--- src/rtl/rom_fetch_unit_pkg.sv ---
// Shared types for the ROM fetch unit: FSM states, FIFO depth, buffered entry layout.
// Latency: n/a (types and constants only).
// Backpressure: n/a.
// WORD_SIZE / ADDR_DEPTH fix the widths of the ROM data and word-address buses
// for every file that imports this package.
package fetch_pkg;

   localparam int WORD_SIZE        = 32;
   localparam int ADDR_DEPTH       = 10;
   localparam int FETCH_FIFO_DEPTH = 2;

   typedef logic [WORD_SIZE-1:0]  word_t;
   typedef logic [ADDR_DEPTH-1:0] addr_t;

   typedef enum logic {
      RESET_HOLD = 1'b0,
      RUN        = 1'b1
   } fetch_state_t;

   typedef struct packed {
      addr_t addr;
      word_t data;
   } fetch_entry_t;

   // Sequential word address; wraps from all-ones back to zero.
   function automatic addr_t next_addr(input addr_t a);
      return a + addr_t'(1);
   endfunction

endpackage

--- src/rtl/rom_fetch_unit_if.sv ---
// Bus bundle between the fetch unit, the synchronous ROM and the core fetch stage.
// Latency: n/a (wires only).
// Backpressure: instr_vld/instr_rdy stream toward the core; the ROM port has none.
// master: fetch unit side (drives ROM request and instruction stream).
// slave : environment side (ROM read data, redirect, consumer ready).
interface rom_fetch_unit_if;
   import fetch_pkg::*;

   logic  rom_en;
   addr_t rom_addr;
   word_t rom_dat;
   logic  redirect_vld;
   addr_t redirect_addr;
   logic  instr_vld;
   logic  instr_rdy;
   word_t instr_dat;
   addr_t instr_addr;

   modport master (
      output rom_en, rom_addr, instr_vld, instr_dat, instr_addr,
      input  rom_dat, redirect_vld, redirect_addr, instr_rdy
   );

   modport slave (
      input  rom_en, rom_addr, instr_vld, instr_dat, instr_addr,
      output rom_dat, redirect_vld, redirect_addr, instr_rdy
   );

endinterface

--- src/rtl/rom_fetch_unit_fifo.sv ---
// Two-entry FIFO of fetched {addr, data} words with synchronous clear.
// Latency: push visible at head the cycle after the push edge.
// Backpressure: none internally; the caller must never push when full or pop when empty.
// Ports: clk, rst_n (async active-low); push_i/push_dat_i, pop_i, clear_i; count_o, head_o.
module fetch_fifo
   import fetch_pkg::*;
(
   input  logic         clk,
   input  logic         rst_n,
   input  logic         push_i,
   input  fetch_entry_t push_dat_i,
   input  logic         pop_i,
   input  logic         clear_i,
   output logic [1:0]   count_o,
   output fetch_entry_t head_o
);

   localparam int PTR_W = $clog2(FETCH_FIFO_DEPTH);
   localparam int CNT_W = $clog2(FETCH_FIFO_DEPTH + 1);

   fetch_entry_t     mem_q [FETCH_FIFO_DEPTH];
   logic [PTR_W-1:0] rd_ptr_q, rd_ptr_d;
   logic [PTR_W-1:0] wr_ptr_q, wr_ptr_d;
   logic [CNT_W-1:0] count_q, count_d;

   always_comb begin
      rd_ptr_d = rd_ptr_q;
      wr_ptr_d = wr_ptr_q;
      count_d  = count_q;
      if (clear_i) begin
         rd_ptr_d = '0;
         wr_ptr_d = '0;
         count_d  = '0;
      end else begin
         if (push_i) wr_ptr_d = wr_ptr_q + PTR_W'(1);
         if (pop_i)  rd_ptr_d = rd_ptr_q + PTR_W'(1);
         count_d = count_q + CNT_W'(push_i) - CNT_W'(pop_i);
      end
   end

   always_ff @(posedge clk or negedge rst_n) begin
      if (!rst_n) begin
         rd_ptr_q <= '0;
         wr_ptr_q <= '0;
         count_q  <= '0;
         for (int i = 0; i < FETCH_FIFO_DEPTH; i++) mem_q[i] <= '0;
      end else begin
         rd_ptr_q <= rd_ptr_d;
         wr_ptr_q <= wr_ptr_d;
         count_q  <= count_d;
         if (push_i && !clear_i) mem_q[wr_ptr_q] <= push_dat_i;
      end
   end

   assign count_o = count_q;
   assign head_o  = mem_q[rd_ptr_q];

endmodule

--- src/rtl/rom_fetch_unit.sv ---
// Sequential ROM fetch initiator feeding the core through a valid/ready stream.
// Latency: request -> word at stream head 2 cycles; redirect in cycle c -> target valid in c+3.
// Backpressure: issues only while buffered + in-flight words (after this cycle's pop) stay below 2.
// Ports: clk, rst_n (async active-low); bus (master): ROM request/data, redirect, instruction stream.
module rom_fetch_unit
   import fetch_pkg::*;
#(
   parameter addr_t RESET_ADDR = '0
)(
   input logic              clk,
   input logic              rst_n,
   rom_fetch_unit_if.master bus
);

   fetch_state_t state_q, state_d;
   addr_t        pc_q, pc_d;
   logic         inflight_q, inflight_d;
   addr_t        inflight_addr_q, inflight_addr_d;

   logic [1:0]   fifo_count;
   fetch_entry_t fifo_head;
   fetch_entry_t push_entry;
   logic         instr_vld;
   logic         pop;
   logic         push;
   logic         issue;
   logic [2:0]   occupancy;

   assign instr_vld = (fifo_count != 2'd0);
   assign pop       = instr_vld & bus.instr_rdy;

   // Slots committed after this cycle's pop; a new request needs a free slot
   // for when its data lands next cycle, so the FIFO can never overflow.
   assign occupancy = {1'b0, fifo_count} + {2'b00, inflight_q} - {2'b00, pop};
   assign issue     = (state_q == RUN) && !bus.redirect_vld && (occupancy < 3'd2);

   // A redirect discards the response currently returning from the ROM.
   assign push       = inflight_q && !bus.redirect_vld;
   assign push_entry = '{addr: inflight_addr_q, data: bus.rom_dat};

   always_comb begin
      state_d         = state_q;
      pc_d            = pc_q;
      inflight_d      = issue;
      inflight_addr_d = inflight_addr_q;
      case (state_q)
         RESET_HOLD: begin
            state_d = RUN;
            pc_d    = RESET_ADDR;
         end
         RUN: begin
            if (issue) begin
               pc_d            = next_addr(pc_q);
               inflight_addr_d = pc_q;
            end
         end
      endcase
      // Redirect overrides everything; back-to-back redirects leave the last target.
      if (bus.redirect_vld) pc_d = bus.redirect_addr;
   end

   always_ff @(posedge clk or negedge rst_n) begin
      if (!rst_n) begin
         state_q         <= RESET_HOLD;
         pc_q            <= RESET_ADDR;
         inflight_q      <= 1'b0;
         inflight_addr_q <= '0;
      end else begin
         state_q         <= state_d;
         pc_q            <= pc_d;
         inflight_q      <= inflight_d;
         inflight_addr_q <= inflight_addr_d;
      end
   end

   fetch_fifo u_fifo (
      .clk        (clk),
      .rst_n      (rst_n),
      .push_i     (push),
      .push_dat_i (push_entry),
      .pop_i      (pop),
      .clear_i    (bus.redirect_vld),
      .count_o    (fifo_count),
      .head_o     (fifo_head)
   );

   assign bus.rom_en     = issue;
   assign bus.rom_addr   = pc_q;
   assign bus.instr_vld  = instr_vld;
   assign bus.instr_dat  = fifo_head.data;
   assign bus.instr_addr = fifo_head.addr;

endmodule

--- src/flat_wrapper.sv ---
// flat-port wrapper written by rule: the top's interface ports become plain ports
module rom_fetch_unit_flat import fetch_pkg::*;
#(
   parameter addr_t RESET_ADDR = '0
)
  (clk, rst_n, bus_rom_en, bus_rom_addr, bus_instr_vld, bus_instr_dat, bus_instr_addr, bus_rom_dat, bus_redirect_vld, bus_redirect_addr, bus_instr_rdy);
  rom_fetch_unit_if bus_i ();
  input logic clk;
  input logic rst_n;
  output wire logic [$bits(bus_i.rom_en)-1:0] bus_rom_en;
  output wire logic [$bits(bus_i.rom_addr)-1:0] bus_rom_addr;
  output wire logic [$bits(bus_i.instr_vld)-1:0] bus_instr_vld;
  output wire logic [$bits(bus_i.instr_dat)-1:0] bus_instr_dat;
  output wire logic [$bits(bus_i.instr_addr)-1:0] bus_instr_addr;
  input wire logic [$bits(bus_i.rom_dat)-1:0] bus_rom_dat;
  input wire logic [$bits(bus_i.redirect_vld)-1:0] bus_redirect_vld;
  input wire logic [$bits(bus_i.redirect_addr)-1:0] bus_redirect_addr;
  input wire logic [$bits(bus_i.instr_rdy)-1:0] bus_instr_rdy;
  assign bus_rom_en = bus_i.rom_en;
  assign bus_rom_addr = bus_i.rom_addr;
  assign bus_instr_vld = bus_i.instr_vld;
  assign bus_instr_dat = bus_i.instr_dat;
  assign bus_instr_addr = bus_i.instr_addr;
  assign bus_i.rom_dat = bus_rom_dat;
  assign bus_i.redirect_vld = bus_redirect_vld;
  assign bus_i.redirect_addr = bus_redirect_addr;
  assign bus_i.instr_rdy = bus_instr_rdy;
  rom_fetch_unit #(.RESET_ADDR(RESET_ADDR)) u_core (.clk(clk), .rst_n(rst_n), .bus(bus_i));
endmodule
--- config.mk ---
export PLATFORM = sky130hd
export DESIGN_NAME = rom_fetch_unit_flat
export DESIGN_NICKNAME = d
export VERILOG_FILES = /design/src/rtl/rom_fetch_unit_pkg.sv /design/src/rtl/rom_fetch_unit_if.sv /design/src/rtl/rom_fetch_unit_fifo.sv /design/src/rtl/rom_fetch_unit.sv /design/src/flat_wrapper.sv
export SDC_FILE = /design/constraint.sdc
export NUM_CORES = 1
export LEC_CHECK = 0
export CORE_ASPECT_RATIO = 0.9
export CORE_MARGIN = 5
export CORE_UTILIZATION = 52
export CTS_BUF_LIST = sky130_fd_sc_hd__clkbuf_8 sky130_fd_sc_hd__clkbuf_16
export CTS_CLUSTER_DIAMETER = 80
export CTS_CLUSTER_SIZE = 40
export DETAILED_ROUTE_END_ITERATION = 12
export PLACE_DENSITY_LB_ADDON = 0.25
export SLEW_MARGIN = 20
export SYNTH_ARGS = -nofsm -noshare
export SYNTH_HDL_FRONTEND = slang
export SYNTH_SLANG_ARGS = --single-unit
--- constraint.sdc ---
create_clock -name clk -period 3.15 [get_ports clk]
set_clock_uncertainty 0.15 [all_clocks]
set_input_delay 0.4725 -clock clk [delete_from_list [all_inputs] [get_ports clk]]
set_output_delay 0.4725 -clock clk [all_outputs]
set_load 0.02 [all_outputs]
# Yosys cells after proc, flatten, opt, wreduce, memory -nomap -nowiden
# Cells that the tools add are included.
word_totals:
  ramBits: 0
  input_bits: 46
  elab_cells: 51
  output_inout_bits: 54
  memories: 0
  latchBits: 0
  ff_bits: 110
  mem_bits_ro: 0
op_classes:
  n_div: 0
  n_mux: 14
  n_reduce_logical: 10
  n_shift: 0
  bitwise_logic: 4
  n_addsub: 7
  multipliers: 0
  order_cmp: 4
  eq_ne: 1
ops:
  columns: ["operator", "n"]
  rows:
  - ["42-bit 2-to-1 mux", 4]
  - ["84-bit bitwise mux", 1]
  - ["42-bit demux with 1-bit select", 1]
  - ["10-bit 2-to-1 mux", 2]
  - ["10-bit one-hot mux with 2 select lines", 1]
  - ["10-bit by 1-bit adder with 10-bit output, second input constant", 1]
  - ["2-bit nonzero test", 3]
  - ["1-bit logical AND", 5]
  - ["2-bit >= comparator, second input constant", 2]
  - ["1-bit 2-to-1 mux", 4]
  - ["1-bit inverter with 2-bit output", 2]
  - ["2-bit by 1-bit adder with 3-bit output", 1]
  - ["3-bit by 2-bit < comparator with 1-bit output, second input constant", 1]
  - ["3-bit inequality test, second input constant", 1]
  - ["3-bit by 1-bit subtractor with 3-bit output", 1]
  - ["1-bit adder, second input constant", 2]
  - ["2-bit by 1-bit adder with 2-bit output", 1]
  - ["2-bit by 1-bit < comparator with 1-bit output, second input constant", 1]
  - ["2-bit 2-to-1 mux", 1]
  - ["2-bit AND reduction", 1]
  - ["2-bit by 1-bit subtractor with 2-bit output", 1]
  - ["1-bit bitwise AND", 1]
  - ["1-bit zero test", 1]
  - ["1-bit inverter", 1]

# Longest topological paths before layout
# Gate-level depths: netlist of run 1.
logic_depth:
  depth_word: 8
  ltp_mapped: 9
  ltp_nobuf: 8

# Modules after synthesis
# A second synthesis of run 1 with hierarchy kept.
hier_totals:
  cells_unflattened: 336
  area_unflattened_um2: 4953.5
modules_own_cells:
  columns: ["mod", "instances", "seq_area_each_um2", "cells_each", "area_per_inst_um2"]
  rows:
  - ["fetch_fifo", 1, 2202.1, 240, 3852.4]
  - ["rom_fetch_unit", 1, 550.5, 96, 1101.1]

# Worst setup path after synthesis of run 1
# No wires, ideal clock.
synth_path:
  path_type: "register to output"
  start: "register u_core.u_fifo.count_q[1] (netlist: u_core.u_fifo.count_o[1])"
  end: "output bus_rom_en"
  slack_ns: 0.317
  t_arrival_ns: 2.210
  path_stages_with_launch: 9
  required_ns: 2.527
  n_path_buf: 1
  cell_sequence: "dfrtp_1 -> or2_2 -> nand2_1 -> nor2_1 -> fa_1 -> xnor2_4 -> nand3_4 -> buf_6 -> inv_1"
synth_between:
  elab_chain_len: 5
  elab_cells_between_ends: 6
  cone_classes: "add/sub (2); order compare (1); bitwise (1); reduce/logical (2)"
synth_rtl:
  columns: ["item", "line_no", "text"]
  rows:
  - ["from (decl)", "rom_fetch_unit_fifo.sv:24", "logic [CNT_W-1:0] count_q, count_d;"]
  - ["from (signal assigned)", "rom_fetch_unit_fifo.sv:50", "count_q <= count_d;"]
  - ["2-bit nonzero test", "rom_fetch_unit.sv:29", "assign instr_vld = (fifo_count != 2'd0);"]
  - ["net bus_instr_vld", "flat_wrapper.sv:12", "output wire logic [$bits(bus_i.instr_vld)-1:0] bus_instr_vld;"]
  - ["1-bit bitwise AND", "rom_fetch_unit.sv:30", "assign pop = instr_vld & bus.instr_rdy;"]
  - ["3-bit by 1-bit subtractor with 3-bit output", "rom_fetch_unit.sv:34", "assign occupancy = {1'b0, fifo_count} + {2'b00, inflight_q} - {2'b00, pop};"]
  - ["3-bit by 2-bit < comparator with 1-bit output", "rom_fetch_unit.sv:35", "assign issue = (state_q == RUN) && !bus.redirect_vld && (occupancy < 3'd2);"]
  - ["1-bit logical AND", "rom_fetch_unit.sv:35", null]
  - ["to (decl)", "flat_wrapper.sv:10", "output wire logic [$bits(bus_i.rom_en)-1:0] bus_rom_en;"]
# The timed path passes the listed nets, and every way through them passes these cells.

# Final worst setup path of run 1
layout_path:
  start: "register u_core.u_fifo.count_q[0] (netlist: u_core.u_fifo.count_o[0])"
  end: "output bus_rom_en"
layout_between:
  elab_chain_len: 5
  elab_cells_between_ends: 6
  cone_classes: "add/sub (2); order compare (1); bitwise (1); reduce/logical (2)"
layout_rtl:
  columns: ["item", "line_no"]
  rows:
  - ["parallel branches: the longest is 2 deep, another holds 2-bit by 1-bit adder with 3-bit output", null]
  - ["3-bit by 1-bit subtractor with 3-bit output (*)", "rom_fetch_unit.sv:34"]
  - ["3-bit by 2-bit < comparator with 1-bit output (*)", "rom_fetch_unit.sv:35"]
  - ["1-bit logical AND (*)", "rom_fetch_unit.sv:35"]
# Mark *: on every way between the ends.

==> results of run 1 <==
cell families (layout without fill, tap and decap cells):
group / Yosys count / after routing
buf+inv: 22 / 131
compound gates: 25 / 25
xor+xnor: 9 / 9
other cells: 1 / 1
flops: 110 / 110
mux: 134 / 134
fa+ha+maj: 4 / 4
simple gates: 42 / 42
power groups by stage:
| stage | clock network, mW | logic (mW) | registers (mW) |
|---|---|---|---|
| after floorplan | 0 | 1.82 | 2.27 |
| after global placement | 0 | 2.87 | 2.31 |
| after detailed placement | 0 | 2.92 | 2.36 |
| after CTS | 0.864 | 2.94 | 2.33 |
| after global routing | 0.906 | 3.10 | 2.41 |
| final | 0.830 | 2.90 | 2.33 |
cell type report:
class / count / area share (%)
clock buffers: 9 / 1.96
clock inverters: 7 / 1.15
inverters: 5 / 0.297
multi-input cells: 215 / 33.1
flip-flops and latches: 110 / 43.5
well taps: 122 / 2.41
repair buffers: 110 / 17.5
routing by layer:
layer | GRT usage (%) | up-vias | share of wire (%)
met5 | 0 | - | 0
met4 | 4.99 | 0 | 0.68
met3 | 2.93 | 6 | 3.7
met2 | 31.4 | 62 | 50
met1 | 23.0 | 1564 | 45
li1 | - | 1446 | -
registers in the layout, summed over array words and instances (netlist names):
signal	flops
u_core.u_fifo.count_o	2
u_core.u_fifo.wr_ptr_q	1
u_core.u_fifo.rd_ptr_q	1
u_core.inflight_addr_q	10
u_core.bus.rom_addr	10
u_core.inflight_q	1
u_core.state_q	1
u_core.u_fifo.mem_q	84
cells in the final DEF, fill, tap and decap left out, drive strengths merged, types with 3 or more instances in the layout:
cell type,instances
ha,3
clkbuf,9
nand2,17
xor2,6
dfrtp,110
xnor2,3
inv,8
clkdlybuf4s50,97
nand3,5
o21ai,10
nand4,5
a21oi,6
mux2,134
buf,12
a2bb2oi,4
nor2,5
per-stage QoR:
stage	util [%]	area (sq um)	setup WS, ps	setup TNS [ps]
after floorplan	-	4970	317	0
after global placement	66.5	6130	-48.5	-48.5
after detailed placement	66.5	6130	-107	-107
after CTS	68.7	6320	70.6	0
after global routing	68.7	6320	89.7	0
final	68.7	6320	229	0
final timing paths:
path | slack, ps | from | depth (start not counted) | end
setup / recovery | 230 | u_core.u_fifo.count_o[0] | 8 | bus_rom_en
min in group clk | 350 | u_core.u_fifo.mem_q[43] | 1 | u_core.u_fifo.mem_q[43]
max in group asynchronous | 2050 | rst_n | 2 | u_core.u_fifo.mem_q[17]
hold / removal | 40 | rst_n | 1 | u_core.bus.rom_addr[7]
setup reg to reg | 740 | u_core.u_fifo.count_o[0] | 8 | u_core.bus.rom_addr[9]
hold reg to reg | 350 | u_core.u_fifo.mem_q[43] | 1 | u_core.u_fifo.mem_q[43]
worst max-delay path, cell delays in order (launching register included):
cell,delay (ps)
dfrtp_1,410
or2_2,310
nand2_1,90
nor2_1,60
fa_2,410
xnor2_4,190
nand3_4,90
inv_1,80
clkdlybuf4s15_1,300
repair_timing:
item / 4_1_cts / 5_1_grt
endpoints found under the setup margin: 1 / 1
resized for setup: 1 / 2
buffers inserted: 0 / 0
==> results.toml, run 1 <==
[outcome]
status = "completed"

[yosys]
synth_top_cells_by_area = "dfrtp_1, mux2_2, mux2_4"
yosys_register_bits = 110
synthAdderAreaFrac_pct = 1.16
synth.lib_cells_used.distinct = 39
synth_edf_count = 0
asyncSetResetFlopFracSynth_pct = 100
yosys.area_share.simple_pct = 4.91
syn-mean-instance-area_sq_um = 14.3
synthXorXnorAreaFrac_pct = 1.96
netlist.area_leader.share_pct = 55.4
netlist_area_sq_mm = 0.00497
yosys.cell_count.top_type = "mux2_2"
synth.cells.most_frequent = "mux2_2, dfrtp_1, nand2_1"
synth_compound_area_share_pct = 3.25
synthesis.yosys.warnings = 0
synth_sequential_area_ratio_pct = 55.4
yosysTopAreaCell = "dfrtp_1"
mux_share_of_post_synthesis_cell_area_pct = 30.7
syn-instance-count = 347
synth_ff_type = "dfrtp_1"
synth_fp_nets = 397
synth_top_family_by_area = "multiplexers"

[sta]
fmaxAchievable_mhz = 342
rsz0062_at_grt = "no"
final.min_clock_period_ps = 2920
max_slew_headroom_at_the_worst_pin_pct = 45.8
finalMaxSlewViolations = 0
worst_slew_pin_slew_ps = 814
final.period_utilization_pct = 92.7
whs_ps = 35.3
setup_violations = 0
hold_viol_final = 0

[finish]
layoutNonFillerInstCount = 578
final_antenna_diode_count = 0
final_layout_size_suffix_gt1_share_pct = 36.2
layout.filler_cells = 664
area_taken_by_multi_input_logic_gates_sq_mm = 0.00209
seq_area_sq_mm = 0.00275
area_growth_syn_to_layout_pct = 27.3
layout.nets = 501

[placement]
placedCellCount = 562
port-buffer-count = 99
gp_routability_congestion = 0.833
placed_wire_length_estimate_um = 6930

[power]
p_per_area_mw_per_mm2 = 958
p_int_mw = 3.99
power.total_mw = 6.06
vdd_drop_max_mv = 0.516
clock_power_share_pct = 13.7
pwr-share-comb_pct = 47.8
swShare_pct = 34.1
cellLeakagePower_nw = 2.86
switchingPower_mw = 2.06
pwr-share-seq_pct = 38.5

[critical_path]
critical_path.max_fanout = 3
startpoint_type = "flip-flop"
worst_setup_path_end_kind = "output pin"
critical_path_required_ps = 2530
crit_type = "flip-flop to output pin"
worstPathArrival_ps = 2300

[clock_network]
cts_inserted_buffers = 9
clock_path_buffers = 2
cts.clk_slew.worst_paths_ps = 100
clock-root-buffer = "clkbuf_8"
hold_buffers = 0
clock_tree.htree_level_count = 3
clk_latency_ps = 350
clock_tree_from_tritoncts = "built"
clock_sink_count = 110

[drt]
postRouteAntennaNets = 0
drt-pass1-iter-count = 4
vias_per_cell = 5.33
wire_per_inst_um = 17.1
drc = 0
detail_route.wirelength_um = 9870
routed-via-count = 3078
drt-initial-drc-count = 82

[hold_path]
worstHoldPathType = "input port to async pin"

[global_routing]
global_route_wire_length_before_repair_um = 16600
first_global_vias = 3473
maximum_number_of_pins_on_one_net_before_global_route_repair = 64
globalRouteTotalUtil_pct = 17.8
global_route.overflow_total = 0
antenna_found_initial = 0

[floorplanning]
placeableCoreArea_sq_mm = 0.00921
initial_core_util_pct = 54.0
die_width_um = 113
std_cell_rows = 33
io-pin-count = 100
die_span_in_y_um = 103
fp.dieArea_sq_mm = 0.0116

[run]
drv_cap = 0
(Power assumes the default switching activity.)
==> run 2, diff against run 1 <==
--- a/config.mk
+++ b/config.mk
@@ -5,7 +5,8 @@
 export SDC_FILE = /design/constraint.sdc
 export NUM_CORES = 1
 export LEC_CHECK = 0
-export CORE_ASPECT_RATIO = 0.9
+export ABC_CLOCK_PERIOD_IN_PS = 3200
+export CORE_ASPECT_RATIO = 1.1
 export CORE_MARGIN = 5
 export CORE_UTILIZATION = 52
 export CTS_BUF_LIST = sky130_fd_sc_hd__clkbuf_8 sky130_fd_sc_hd__clkbuf_16
==> constraint.sdc (replaced) <==
create_clock -name clk -period 3.2 [get_ports clk]
set_clock_uncertainty 0.15 [all_clocks]
set_input_delay 0.48 -clock clk [delete_from_list [all_inputs] [get_ports clk]]
set_output_delay 0.48 -clock clk [all_outputs]
set_load 0.02 [all_outputs]
==> run 2 against run 1 <==
Compared with the run above:
- worst setup slack got worse by 41 ps
- die area unchanged
- sequential share of layout area up 0.12 points
- final cell count fell by 0.69%
- first-iteration DRC count grew 12%
- critical endpoint unchanged
- largest cell class unchanged
- largest power group unchanged
==> results.toml, run 2 (same netlist as run 1, synthesis figures left out) <==
[sta]
setup_violations = 0
whs_ps = 350
final.min_clock_period_ps = 3010
finalMaxSlewViolations = 0
max_slew_headroom_at_the_worst_pin_pct = 56.4
fmaxAchievable_mhz = 332
final.period_utilization_pct = 94.1
worst_slew_pin_slew_ps = 654
rsz0062_at_grt = "no"
hold_viol_final = 0

[power]
p_per_area_mw_per_mm2 = 936
cellLeakagePower_nw = 2.85
vdd_drop_max_mv = 0.516

[hold_path]
hold_path_end = "u_core.u_fifo.mem_q[43]"
worstHoldPathType = "flip-flop to flip-flop"
worstHoldPathCells = 1
hold_path.startpoint = "u_core.u_fifo.mem_q[43]"

[floorplanning]
initial_core_util_pct = 53.1
io-pin-count = 100
fp.dieArea_sq_mm = 0.0116
die_width_um = 103
die_span_in_y_um = 113
placeableCoreArea_sq_mm = 0.00935
std_cell_rows = 37

[drt]
drt-pass1-iter-count = 4
wire_per_inst_um = 17.3
postRouteAntennaNets = 0
vias_per_cell = 5.45
routed-via-count = 3129
drt-initial-drc-count = 92
drc = 0
detail_route.wirelength_um = 9930

[clock_network]
cts.clk_slew.worst_paths_ps = 100
clock_tree.htree_level_count = 3
clk_latency_ps = 370
clock_sink_count = 110
clock-root-buffer = "clkbuf_8"
clock_tree_from_tritoncts = "built"
clock_path_buffers = 2
cts_inserted_buffers = 9

[finish]
area_taken_by_multi_input_logic_gates_sq_mm = 0.00209
area_growth_syn_to_layout_pct = 26.9
seq_area_sq_mm = 0.00275
final_design_area_no_fill_sq_mm = 0.00631
final_layout_size_suffix_gt1_share_pct = 36.1
layout.cells.most_common = "mux2_2"
final_antenna_diode_count = 0
final_core_area_utilization_pct = 67.4
largest_register = "u_core.u_fifo.mem_q"
mostFrequentLayoutCells = "mux2_2, dfrtp_1, clkdlybuf4s50_1, nand2_1, buf_4"
layout.filler_cells = 703
flip_flop_count_of_the_largest_register_all_copies_and_words_added = 84
layout.nets = 503
layoutNonFillerInstCount = 574

[critical_path]
worstPathArrival_ps = 2380
critical_path.max_fanout = 3
cpPeakStageDelay_ps = 480
worst-r2r-cell-count = 8
worst_setup_sp = "u_core.u_fifo.count_o[0]"
worst_setup_path_end_kind = "output pin"
startpoint_type = "flip-flop"
worst_r2r_startpoint = "u_core.u_fifo.count_o[0]"
crit_type = "flip-flop to output pin"
r2r-end = "u_core.bus.rom_addr[9]"
register_to_register_setup_slack_ps = 730
critical_path_required_ps = 2570
crit_slowest_cell = "fa_1"
ordered_list_of_cells_on_the_worst_path = "or2_2 > nand2_1 > nor2_1 > fa_1 > xnor2_4 > nand3_4 > inv_1 > clkdlybuf4s15_1"

[global_routing]
first_global_vias = 3428
global_route.overflow_total = 0
maximum_number_of_pins_on_one_net_before_global_route_repair = 61
global_route_wire_length_before_repair_um = 16300
antenna_found_initial = 0
globalRouteTotalUtil_pct = 17.8

[outcome]
status = "completed"

[run]
drv_cap = 0

[placement]
gp_routability_congestion = 0.859
placedCellCount = 558
port-buffer-count = 99
placed_wire_length_estimate_um = 6960
place_area_sq_mm = 0.00611
-- run 2: cell count changes in the layout (fill, tap and decap cells not counted) --
| cell | delta |
|---|---|
| buf_12 | -1 |
| buf_4 | +2 |
| bufinv_16 | -1 |
| clkbuf_8 | +1 |
| clkinv_2 | -1 |
| clkinv_4 | +2 |
| dlygate4sd3_1 | +1 |
| fa_1 | +1 |
| fa_2 | -1 |
| inv_1 | -1 |
| inv_6 | -2 |
| inv_8 | +1 |
-- run 2: layout make-up --
cell class,instances,area share (%)
Clock buffer,10,2.18
Clock inverter,5,0.714
Multi-Input combinational cell,215,33.2
Sequential cell,110,43.7
Timing Repair Buffer,112,17.7
Tap cell,117,2.32
Inverter,5,0.298
-- run 2: worst max path at each step --
| stage | slack, ps | end |
|---|---|---|
| floorplan | 360 | bus_rom_en |
| global placement | -10 | bus_rom_en |
| detailed placement | -40 | bus_rom_en |
| CTS | 120 | bus_rom_en |
| global route | 30 | bus_rom_en |
| finish | 190 | bus_rom_en |
-- run 2: what timing repair did --
action	in CTS	in global routing
endpoints found under the setup margin	1	1
hold buffers	1	0
gates resized for setup	1	1
endpoints found under the hold margin	22	0
cloned	0	0
pin swaps	0	0
setup buffers	0	0
-- run 2: power by group --
part,leakage [nW],internal (mW),switching (mW)
clock,0.0905,0.310,0.466
sequential,1.40,1.95,0.326
combinational,1.36,1.60,1.25
total,2.85,3.87,2.04
-- run 2: critical path: cells and delay by family, from the launching register on --
family | cells | cell delay, ps
DFF | 1 | 410
and+or+nand+nor | 4 | 540
buffers and inverters | 2 | 390
adders and majority gates | 1 | 480
xor gates and xnor gates | 1 | 200
-- run 2: metal layers --
layer	wire length (um)	GRT usage, %	vias to the layer above
met4	132	5.70	0
met3	541	3.42	10
met2	5050	30.0	86
met5	0	0	-
li1	-	-	1452
met1	4200	22.9	1581
-- run 2: metrics by stage --
stage                     setup slack [ps]  power [mW]  setup TNS (ps)
after floorplan                        360        4.03               0
after global placement               -9.71        5.08           -9.71
after detailed placement             -43.9        5.21           -43.9
after CTS                              125        5.99               0
after global routing                  26.6        6.26               0
final                                  188        5.91               0
==> RTL change (flow settings as in run 1) <==
`ADDR_DEPTH`: 10 -> 5.
--- a/src/rtl/rom_fetch_unit_pkg.sv
+++ b/src/rtl/rom_fetch_unit_pkg.sv
@@ -7,5 +7,5 @@
 
    localparam int WORD_SIZE        = 32;
-   localparam int ADDR_DEPTH       = 10;
+   localparam int ADDR_DEPTH       = 5;
    localparam int FETCH_FIFO_DEPTH = 2;
 
Interface: changed (resized bus_instr_addr, bus_redirect_addr and bus_rom_addr); port bits go from 100 to 85. The function was not compared with the original's and may differ.
==> RTL change against run 1 <==
Sequential cell count down 20. Worst setup slack worse by 0.079 ns. Sequential power down 15%. Design area down 15%. Worst hold slack worse by 0.027 ns. Wire length down 17%. Count of clock-buffer cells in the layout up 1. Area after synthesis down 16%. Total power down 12%. Largest power group unchanged.
==> RTL change: results (changes against run 1) <==
* Via count at 2514 (-18%)
* Total track usage at 0.176 (-0.00210)
* Pleak at 2.44 nW (-15%)
* WHS at 0.00870 ns (-0.0266 ns)
* CTS root buffer: clkbuf_8
* Vias in the first global route at 2843 (-18%)
* Slew HR at 0.538 (+0.0806)
* Largest register by flop count: u_core.u_fifo.mem_q
* CP Max Fanout at 2 (-1)
* HP Class: primary input to asynchronous set/reset pin
* WP data arrival at 2.38 ns (+0.08 ns)
* DR WL/cell at 17.3 µm (+1.3%)
* Diodes inserted at 0 (unchanged)
* Post-synth top area share at 0.537 (-0.0173)
* I/O Buffers at 84 (-15%)
* Top cells by area, synth: dfrtp_1 54%, mux2_2 23%, mux2_4 11%, buf_12 1.4%, ha_1 1.2%
* R2R depth at 8 (unchanged)
* # fillers at 590 (-11%)
* RR Endpoint: u_core.bus.rom_addr[3]
* Post-synth cell types at 35 (-10%)
* Dpl hpwl at 5.64 mm (-19%)
* Routability cong. at 0.806 (-3.2%)
* Most frequent cells after synthesis: 90 x dfrtp_1, 84 x mux2_2, 30 x mux2_4
* First-pass GRT wire length at 14.0 mm (-16%)
* Post-synthesis sequential area ratio at 0.537 (-0.0173)
* Status: finished, final reports clean
* Largest register FFs at 74 (-12%)
* Synth Net Count at 317 (-20%)
* Peak supply drop at 0.494 mV (-4.3%)
* Fraction of layout cells with a size suffix above 1 at 0.414 (+0.0521)
* NumNets Final at 413 (-18%)
* Number of DRC markers in iteration 0 at 69 (-16%)
* FF-to-FF Start: u_core.u_fifo.count_o[0]
* R2r setup slk at 0.56 ns (-0.18 ns)
* Ys Warns at 0 (unchanged)
* CTS Buf Count at 9 (unchanged)
* Post-CTS Setup Inserts at 0 (unchanged)
* Largest net degree at the start of global routing at 56 (-13%)
-- RTL change: per-layer routing --
layer | part of all wire | global-route usage | vias to the layer above
met3 | 0.053 | 0.0548 | 13
met5 | 0 | 0 | -
met2 | 0.50 | 0.291 | 67
met1 | 0.43 | 0.221 | 1272
met4 | 0.018 | 0.0628 | 0
li1 | - | - | 1162
-- RTL change: what timing repair did --
item | in CTS | in global routing
cloned | 0 | 0
endpoints found under the hold margin | 0 | 0
gates resized for setup | 4 | 1
setup endpoints to repair | 1 | 1
-- RTL change: worst max-delay path, cell delays in order --
cell and delay [ns]:
clkdlybuf4s50_1 0.46, o21a_1 0.15, ha_1 0.22, nand2b_1 0.17
fa_2 0.38, xnor2_2 0.18, nand3_2 0.11, inv_1 0.08
buf_2 0.16
-- RTL change: cell type report --
| class | count | share of cell area |
|---|---|---|
| inverter | 3 | 0.00210 |
| timing repair buffer | 98 | 0.182 |
| sequential | 90 | 0.421 |
| clock inverter | 6 | 0.00935 |
| multi-input combinational | 165 | 0.337 |
| clock buffer | 10 | 0.0257 |
| tap | 99 | 0.0231 |
-- RTL change: how the worst max path moves through the flow --
stage	depth (start not counted)	end	start	slack, ns
3_5_place_dp	9	bus_rom_en	bus_instr_rdy	-0.35
4_1_cts	9	bus_rom_en	bus_instr_rdy	0.05
6_report	9	bus_rom_en	bus_instr_rdy	0.15
2_1_floorplan	7	bus_rom_en	u_core.u_fifo.count_o[1]	0.39
5_1_grt	9	bus_rom_en	bus_instr_rdy	0.07
3_3_place_gp	9	bus_rom_en	bus_instr_rdy	-0.26
-- RTL change: power by group --
part / switching [mW] / leakage [nW] / internal [mW] / total, mW
clock: 0.414 / 0.0891 / 0.315 / 0.729
combinational: 1.08 / 1.21 / 1.56 / 2.64
sequential: 0.318 / 1.14 / 1.66 / 1.98
total: 1.81 / 2.44 / 3.54 / 5.35
-- RTL change: through the flow --
step / util / setup slack [ns] / area, µm² / total power, mW / std cells
2_1_floorplan: - / 0.386 / 4200 / 3.62 / 271
5_1_grt: 0.673 / 0.0743 / 5350 / 5.68 / 471
6_report: 0.673 / 0.150 / 5350 / 5.35 / 471
3_3_place_gp: 0.650 / -0.264 / 5170 / 4.58 / 455
3_5_place_dp: 0.650 / -0.353 / 5170 / 4.67 / 455
4_1_cts: 0.674 / 0.0457 / 5360 / 5.42 / 471
-- RTL change: cell families (layout without fill, tap and decap cells) --
kind of cell               after synthesis  after routing  synth area share
and+or+nand+nor                         30             30            0.0459
muxes                                  116            116             0.338
AOI/OAI and AO/OA                        7              7            0.0128
xor gates and xnor gates                 6              6            0.0143
buffers and inverters                   16            117            0.0346
DFF                                     90             90             0.537
other                                    1              1          0.000894
adders and majority gates                5              5            0.0167
